## src/rtl/mem_port_arbiter_if.sv

```systemverilog
`default_nettype none
// ============================================================================
// Module   : mem_port_arbiter_if
// Brief    : Bundle of the fetch (F), load/store (D) and memory (M) handshake
//            signals shared between the memory port arbiter and its neighbours.
//            master = arbiter view, slave = requesters + memory view.
// Revision : 1.0 - initial release
// ============================================================================
interface mem_port_arbiter_if #(
    parameter int ADDR_W = 10,
    parameter int DATA_W = 32
);
    // fetch requester
    logic              f_en;
    logic              f_we;
    logic [ADDR_W-1:0] f_addr;
    logic [DATA_W-1:0] f_di;
    logic [DATA_W-1:0] f_do;
    logic              f_ack;
    logic              f_err;
    // load/store requester
    logic              d_en;
    logic              d_we;
    logic [ADDR_W-1:0] d_addr;
    logic [DATA_W-1:0] d_di;
    logic [DATA_W-1:0] d_do;
    logic              d_ack;
    logic              d_err;
    // memory side
    logic              m_en;
    logic              m_we;
    logic [ADDR_W-1:0] m_addr;
    logic [DATA_W-1:0] m_di;
    logic [DATA_W-1:0] m_do;
    logic              m_ack;
    // status
    logic [1:0]        grant;
    logic              busy;

    modport master (
        input  f_en, f_we, f_addr, f_di,
        input  d_en, d_we, d_addr, d_di,
        input  m_do, m_ack,
        output f_do, f_ack, f_err,
        output d_do, d_ack, d_err,
        output m_en, m_we, m_addr, m_di,
        output grant, busy
    );

    modport slave (
        output f_en, f_we, f_addr, f_di,
        output d_en, d_we, d_addr, d_di,
        output m_do, m_ack,
        input  f_do, f_ack, f_err,
        input  d_do, d_ack, d_err,
        input  m_en, m_we, m_addr, m_di,
        input  grant, busy
    );
endinterface
`default_nettype wire

```

## src/rtl/mem_port_arbiter.sv

```systemverilog
`default_nettype none
// ============================================================================
// Module   : mem_port_arbiter
// Brief    : Round-robin arbiter sharing one memory port between the fetch (F)
//            and load/store (D) requesters. Holds a registered memory request
//            until m_ack, returns a one-cycle ack, and force-completes with an
//            error after TIMEOUT cycles without m_ack (TIMEOUT=0 disables).
// Revision : 1.0 - initial release
// ============================================================================
module mem_port_arbiter #(
    parameter int ADDR_W  = 10,
    parameter int DATA_W  = 32,
    parameter int TIMEOUT = 256,
    parameter int TMR_W   = 16
) (
    input  logic                clk,
    input  logic                reset,
    mem_port_arbiter_if.master  bus
);

    typedef enum logic [1:0] {
        IDLE    = 2'd0,
        ACCESS  = 2'd1,
        RELEASE = 2'd2
    } state_t;

    // Last watchdog value before forced completion; guarded so TIMEOUT=0
    // does not underflow (the watchdog is disabled in that case anyway).
    localparam bit                TIMEOUT_EN = (TIMEOUT != 0);
    localparam int                LAST_INT   = TIMEOUT_EN ? (TIMEOUT - 1) : 0;
    localparam logic [TMR_W-1:0]  TMR_LAST   = LAST_INT[TMR_W-1:0];
    localparam logic [TMR_W-1:0]  TMR_ONE    = {{(TMR_W-1){1'b0}}, 1'b1};

    state_t            state,    state_nxt;
    logic              m_en,     m_en_nxt;
    logic              m_we,     m_we_nxt;
    logic [ADDR_W-1:0] m_addr,   m_addr_nxt;
    logic [DATA_W-1:0] m_di,     m_di_nxt;
    logic [DATA_W-1:0] f_do,     f_do_nxt;
    logic [DATA_W-1:0] d_do,     d_do_nxt;
    logic              f_ack,    f_ack_nxt;
    logic              d_ack,    d_ack_nxt;
    logic              f_err,    f_err_nxt;
    logic              d_err,    d_err_nxt;
    logic [1:0]        grant,    grant_nxt;
    logic              busy,     busy_nxt;
    logic              last_d,   last_d_nxt;   // 1: D was granted last
    logic [TMR_W-1:0]  wdog,     wdog_nxt;

    logic              pick_d;
    logic              done;
    logic              timed_out;

    // D wins when it is the only requester, or on a tie when F went last.
    assign pick_d    = bus.d_en && (!bus.f_en || !last_d);
    // Real m_ack always beats the watchdog in the same cycle.
    assign timed_out = TIMEOUT_EN && (wdog == TMR_LAST) && !bus.m_ack;
    assign done      = bus.m_ack || timed_out;

    // Next-state and next-output computation; every register defaults to hold.
    always_comb begin
        state_nxt  = state;
        m_en_nxt   = m_en;
        m_we_nxt   = m_we;
        m_addr_nxt = m_addr;
        m_di_nxt   = m_di;
        f_do_nxt   = f_do;
        d_do_nxt   = d_do;
        f_ack_nxt  = f_ack;
        d_ack_nxt  = d_ack;
        f_err_nxt  = f_err;
        d_err_nxt  = d_err;
        grant_nxt  = grant;
        last_d_nxt = last_d;
        wdog_nxt   = wdog;

        unique case (state)
            IDLE: begin
                m_en_nxt = 1'b0;
                if (bus.f_en || bus.d_en) begin
                    m_en_nxt   = 1'b1;
                    m_we_nxt   = pick_d ? bus.d_we   : bus.f_we;
                    m_addr_nxt = pick_d ? bus.d_addr : bus.f_addr;
                    m_di_nxt   = pick_d ? bus.d_di   : bus.f_di;
                    grant_nxt  = pick_d ? 2'b10 : 2'b01;
                    last_d_nxt = pick_d;
                    wdog_nxt   = '0;
                    state_nxt  = ACCESS;
                end
            end
            ACCESS: begin
                wdog_nxt = wdog + TMR_ONE;
                if (done) begin
                    m_en_nxt  = 1'b0;
                    state_nxt = RELEASE;
                    if (grant[0]) begin
                        f_do_nxt  = bus.m_ack ? bus.m_do : '0;
                        f_ack_nxt = 1'b1;
                        f_err_nxt = !bus.m_ack;
                    end else begin
                        d_do_nxt  = bus.m_ack ? bus.m_do : '0;
                        d_ack_nxt = 1'b1;
                        d_err_nxt = !bus.m_ack;
                    end
                end
            end
            RELEASE: begin
                f_ack_nxt = 1'b0;
                d_ack_nxt = 1'b0;
                f_err_nxt = 1'b0;
                d_err_nxt = 1'b0;
                grant_nxt = 2'b00;
                state_nxt = IDLE;
            end
            default: begin
                m_en_nxt  = 1'b0;
                grant_nxt = 2'b00;
                state_nxt = IDLE;
            end
        endcase

        busy_nxt = (state_nxt != IDLE);
    end

    // State and output registers; reset abandons any in-flight access.
    always_ff @(posedge clk) begin
        if (reset) begin
            state  <= IDLE;
            m_en   <= 1'b0;
            m_we   <= 1'b0;
            m_addr <= '0;
            m_di   <= '0;
            f_do   <= '0;
            d_do   <= '0;
            f_ack  <= 1'b0;
            d_ack  <= 1'b0;
            f_err  <= 1'b0;
            d_err  <= 1'b0;
            grant  <= 2'b00;
            busy   <= 1'b0;
            last_d <= 1'b1;
            wdog   <= '0;
        end else begin
            state  <= state_nxt;
            m_en   <= m_en_nxt;
            m_we   <= m_we_nxt;
            m_addr <= m_addr_nxt;
            m_di   <= m_di_nxt;
            f_do   <= f_do_nxt;
            d_do   <= d_do_nxt;
            f_ack  <= f_ack_nxt;
            d_ack  <= d_ack_nxt;
            f_err  <= f_err_nxt;
            d_err  <= d_err_nxt;
            grant  <= grant_nxt;
            busy   <= busy_nxt;
            last_d <= last_d_nxt;
            wdog   <= wdog_nxt;
        end
    end

    assign bus.m_en   = m_en;
    assign bus.m_we   = m_we;
    assign bus.m_addr = m_addr;
    assign bus.m_di   = m_di;
    assign bus.f_do   = f_do;
    assign bus.d_do   = d_do;
    assign bus.f_ack  = f_ack;
    assign bus.d_ack  = d_ack;
    assign bus.f_err  = f_err;
    assign bus.d_err  = d_err;
    assign bus.grant  = grant;
    assign bus.busy   = busy;

endmodule
`default_nettype wire

```

## src/flat_wrapper.sv

```systemverilog
// flat-port wrapper written by rule: the top's interface ports become plain ports
module mem_port_arbiter_flat 
#(
    parameter int ADDR_W  = 10,
    parameter int DATA_W  = 32,
    parameter int TIMEOUT = 256,
    parameter int TMR_W   = 16
)
  (clk, reset, bus_f_en, bus_f_we, bus_f_addr, bus_f_di, bus_d_en, bus_d_we, bus_d_addr, bus_d_di, bus_m_do, bus_m_ack, bus_f_do, bus_f_ack, bus_f_err, bus_d_do, bus_d_ack, bus_d_err, bus_m_en, bus_m_we, bus_m_addr, bus_m_di, bus_grant, bus_busy);
  mem_port_arbiter_if #(.ADDR_W(ADDR_W), .DATA_W(DATA_W)) bus_i ();
  input  logic clk;
  input  logic reset;
  input wire logic [$bits(bus_i.f_en)-1:0] bus_f_en;
  input wire logic [$bits(bus_i.f_we)-1:0] bus_f_we;
  input wire logic [$bits(bus_i.f_addr)-1:0] bus_f_addr;
  input wire logic [$bits(bus_i.f_di)-1:0] bus_f_di;
  input wire logic [$bits(bus_i.d_en)-1:0] bus_d_en;
  input wire logic [$bits(bus_i.d_we)-1:0] bus_d_we;
  input wire logic [$bits(bus_i.d_addr)-1:0] bus_d_addr;
  input wire logic [$bits(bus_i.d_di)-1:0] bus_d_di;
  input wire logic [$bits(bus_i.m_do)-1:0] bus_m_do;
  input wire logic [$bits(bus_i.m_ack)-1:0] bus_m_ack;
  output wire logic [$bits(bus_i.f_do)-1:0] bus_f_do;
  output wire logic [$bits(bus_i.f_ack)-1:0] bus_f_ack;
  output wire logic [$bits(bus_i.f_err)-1:0] bus_f_err;
  output wire logic [$bits(bus_i.d_do)-1:0] bus_d_do;
  output wire logic [$bits(bus_i.d_ack)-1:0] bus_d_ack;
  output wire logic [$bits(bus_i.d_err)-1:0] bus_d_err;
  output wire logic [$bits(bus_i.m_en)-1:0] bus_m_en;
  output wire logic [$bits(bus_i.m_we)-1:0] bus_m_we;
  output wire logic [$bits(bus_i.m_addr)-1:0] bus_m_addr;
  output wire logic [$bits(bus_i.m_di)-1:0] bus_m_di;
  output wire logic [$bits(bus_i.grant)-1:0] bus_grant;
  output wire logic [$bits(bus_i.busy)-1:0] bus_busy;
  assign bus_i.f_en = bus_f_en;
  assign bus_i.f_we = bus_f_we;
  assign bus_i.f_addr = bus_f_addr;
  assign bus_i.f_di = bus_f_di;
  assign bus_i.d_en = bus_d_en;
  assign bus_i.d_we = bus_d_we;
  assign bus_i.d_addr = bus_d_addr;
  assign bus_i.d_di = bus_d_di;
  assign bus_i.m_do = bus_m_do;
  assign bus_i.m_ack = bus_m_ack;
  assign bus_f_do = bus_i.f_do;
  assign bus_f_ack = bus_i.f_ack;
  assign bus_f_err = bus_i.f_err;
  assign bus_d_do = bus_i.d_do;
  assign bus_d_ack = bus_i.d_ack;
  assign bus_d_err = bus_i.d_err;
  assign bus_m_en = bus_i.m_en;
  assign bus_m_we = bus_i.m_we;
  assign bus_m_addr = bus_i.m_addr;
  assign bus_m_di = bus_i.m_di;
  assign bus_grant = bus_i.grant;
  assign bus_busy = bus_i.busy;
  mem_port_arbiter #(.ADDR_W(ADDR_W), .DATA_W(DATA_W), .TIMEOUT(TIMEOUT), .TMR_W(TMR_W)) u_core (.clk(clk), .reset(reset), .bus(bus_i));
endmodule
```

## config.mk

```make
export PLATFORM = sky130hd
export DESIGN_NAME = mem_port_arbiter_flat
export DESIGN_NICKNAME = d
export VERILOG_FILES = /design/src/rtl/mem_port_arbiter_if.sv /design/src/rtl/mem_port_arbiter.sv /design/src/flat_wrapper.sv
export SDC_FILE = /design/constraint.sdc
export NUM_CORES = 1
export LEC_CHECK = 0
export ABC_AREA = 0
export CAP_MARGIN = 20
export CORE_MARGIN = 4
export CORE_UTILIZATION = 43
export DETAILED_ROUTE_END_ITERATION = 8
export GPL_TIMING_DRIVEN = 0
export PLACE_DENSITY = 0.81
export REMOVE_ABC_BUFFERS = 1
export SYNTH_ARGS = -nofsm -noshare
export SYNTH_HDL_FRONTEND = slang
export SYNTH_SLANG_ARGS = --single-unit
```

## constraint.sdc

```tcl
create_clock -name clk -period 2.6 [get_ports clk]
set_clock_uncertainty 0.2 [all_clocks]
set_input_delay 0.39 -clock clk [delete_from_list [all_inputs] [get_ports clk]]
set_output_delay 0.39 -clock clk [all_outputs]
set_load 0.01 [all_outputs]
```

==> impl_metrics.tcl <==
set metrics [dict create \
    p_switching_mw 1.80 \
    dieWidth_um 122 \
    async_flop_share_pct 0 \
    die_area_sq_um 15000 \
    worstSetupPathType "flop to flop" \
    fin_nets 970 \
    worst_slack_ns 0.164 \
    port_buffers 237 \
    start_util_pct 44.2 \
    max-vdd-ir-drop_mv 0.522 \
    grt-ovfl-total 0 \
    rsz0062_at_grt "false" \
    routabilityCongestion 0.829 \
    antenna_found_initial 0 \
    clockBufferDepth 2 \
    cts_tree "done" \
    power_density_nw_per_um2 721 \
    syn-cell-area_sq_um 5630 \
    post-place-ws_ns -0.149 \
    comb_power_share_pct 23.8 \
    p_sw_share_pct 28.5 \
    drt-total-wl_mm 18.0 \
    cp_cell_sequence "ha_1, nand3_2, nor2_4, a41oi_4, buf_16, o21ai_0, a21oi_1" \
    period_share_pct 93.7 \
    ys.flop_type "dfxtp_1" \
    ant_nets 0 \
    leakage_nw 3.11 \
    pwr-share-clk_pct 38.6 \
    post_drt_wl_per_cell_um 17.5 \
    grt_max_degree 64 \
    relSlewSlack_pct 33.7 \
    ios 238 \
    max_slew.worst_pin.slew_ns 0.991 \
    drtIter0Drc 465 \
    grt_pass1_wl_mm 27.5 \
    ys_seq_elements 134 \
    clkTransAtPathRegs_ns 0.06 \
    syn_to_final_growth_pct 55.8 \
    setup.worst_path.start_class "flop" \
    finalPower_mw 6.32 \
    avgViaCountPerCell 5.39 \
    drive_gt1_share_pct 6.78 \
    grt.total_usage_pct 23.4 \
    rows 41 \
    path_max_fanout 36 \
    yosys_warnings 0 \
    final_cell_mix "clkdlybuf4s50_1 (235), dfxtp_1 (134), o21ai_0 (74), nand3_1 (72), a21oi_1 (69)" \
    slowest_stage "a41oi_4" \
    cts_buffers 17 \
    avgSynthCellArea_sq_um 8.83 \
    path_buf_inv 1 \
    dr.pass1.iters 5 \
    cts_sinks 134 \
    power.internal_mw 4.52 \
    clkLatencyLatePin_ns 0.41 \
    slowest_delay_ns 0.46 \
    path_delay_family "compound AO/OA/AOI/OAI gates" \
    finalCriticalPeriod_ns 2.44 \
    cp_data_required_time_ns 2.69 \
    final_util_pct 68.9 \
    seqPwrFrac_pct 37.6 \
    hold_path.class "input pin to flop" \
    drv_cap 0 \
    synth_edf_count 0 \
    ys_seq_area_share_pct 47.7 \
    postCtsHoldBufs 0 \
    die_y_um 122 \
    finalSetupViolations 0 \
    layout_commonest_cell "clkdlybuf4s50_1" \
    htreeDepth 4 \
    coreArea_sq_um 12700 \
    diodes 0 \
    timing.fmax_mhz 410 \
    syn_inst 637 \
    slew_violations 0 \
    vias 5544 \
    drc 0 \
    worst_ep_arrival_time_ns 2.53 \
    grt_pass1_vias 5589 \
    status "finished clean" \
    hold_viol_final 0 \
    end_kind "flop" \
    hold_ws_ns 0.200 \
    synth.distinct_cells 42 \
    post-dp-hpwl_mm 12.9 \
    tns_ns 0 \
    root_buffer "clkbuf_16" \
]
power groups by stage:
stage / Clock, mW / Sequential, mW / Combinational, mW
floorplan: 0 / 2.48 / 0.580
global placement: 0 / 2.40 / 1.46
detailed placement: 0 / 2.41 / 1.49
CTS: 2.47 / 2.37 / 1.50
global route: 2.57 / 2.40 / 1.63
finish: 2.44 / 2.37 / 1.51
per-stage QoR:
step           instance area [sq um]  cells
5_1_grt                         8760   1028
4_1_cts                         8750   1027
3_5_place_dp                    8140    995
6_report                        8760   1028
3_3_place_gp                    7960    987
2_1_floorplan                   5380    578
per-layer routing:
metal,vias to the layer above,track usage [%],wire (um)
met2,258,42.4,9260
met3,25,6.82,1370
met1,2563,25.7,7000
met5,-,0,0
li1,2698,-,-
met4,0,8.82,357
worst reg2reg max path: stages (launching register included):
cell and delay [ns]:
dfxtp_1 0.38, ha_1 0.27, nand3_2 0.13, nor2_4 0.16
a41oi_4 0.47, buf_16 0.37, o21ai_0 0.24, a21oi_1 0.10
what timing repair did:
item / 4_1_cts / 5_1_grt
hold endpoints to repair: 0 / 0
setup endpoints to repair: 0 / 64
gates resized for setup: 0 / 4
buffers inserted: 0 / 0
flip-flops by register name (all words and copies together), names as in the netlist:
name / flops
u_core.bus.d_do: 32
u_core.bus.f_do: 32
u_core.bus.m_di: 32
u_core.wdog: 16
u_core.bus.m_addr: 10
u_core.bus.grant: 2
u_core.state: 2
u_core.bus.busy: 1
u_core.bus.d_ack: 1
u_core.bus.d_err: 1
u_core.bus.f_ack: 1
u_core.bus.f_err: 1
u_core.bus.m_en: 1
u_core.bus.m_we: 1
u_core.last_d: 1
final cells by class:
class | instances | area (sq um)
fillers | 1019 | 3960
multi-input cells | 438 | 2720
flip-flops and latches | 134 | 2680
repair buffers | 245 | 2520
clock buffers | 18 | 429
well taps | 172 | 215
clock inverters | 14 | 176
inverters | 7 | 26.3
cell families after synthesis:
group	synth area share, %
adders and majority gates	0.890
DFF	47.7
muxes	8.54
xor gates and xnor gates	2.02
AOI/OAI and AO/OA	20.7
buffers and inverters	4.89
and+or+nand+nor	15.3
synthesized netlist by cell type, types with 2 or more instances:
| master | n | area share (%) |
|---|---|---|
| a21boi_0 | 2 | 0.27 |
| nand3_2 | 2 | 0.36 |
| a32oi_1 | 2 | 0.31 |
| buf_1 | 4 | 0.27 |
| a211oi_1 | 43 | 5.7 |
| and2_1 | 3 | 0.33 |
| mux2i_1 | 48 | 8.5 |
| inv_1 | 7 | 0.47 |
| nand3_1 | 72 | 6.4 |
| nor3_1 | 4 | 0.36 |
| buf_2 | 3 | 0.27 |
| nand4_1 | 3 | 0.33 |
| and3_1 | 5 | 0.56 |
| xor2_1 | 11 | 1.7 |
| nor2b_1 | 2 | 0.22 |
| o21ai_0 | 74 | 6.6 |
| nor3b_2 | 2 | 0.44 |
| a21oi_1 | 69 | 6.1 |
| nand2_1 | 6 | 0.40 |
| xnor2_1 | 2 | 0.31 |
| clkbuf_1 | 46 | 3.1 |
| buf_4 | 4 | 0.53 |
| ha_1 | 4 | 0.89 |
| nor2_1 | 68 | 4.5 |
| dfxtp_1 | 134 | 48 |
final timing paths:
kind / startpoint / end / slack [ns] / cells past startpoint
worst max-delay path: u_core.wdog[0] / u_core.bus.d_do[18] / 0.16 / 7
worst min-delay path: bus_m_ack / u_core.bus.d_do[23] / 0.20 / 3
worst max register to register: u_core.wdog[0] / u_core.bus.d_do[18] / 0.16 / 7
worst min register to register: u_core.bus.d_do[20] / u_core.bus.d_do[20] / 0.28 / 2
Note: power is estimated with default switching activity, not from simulation.
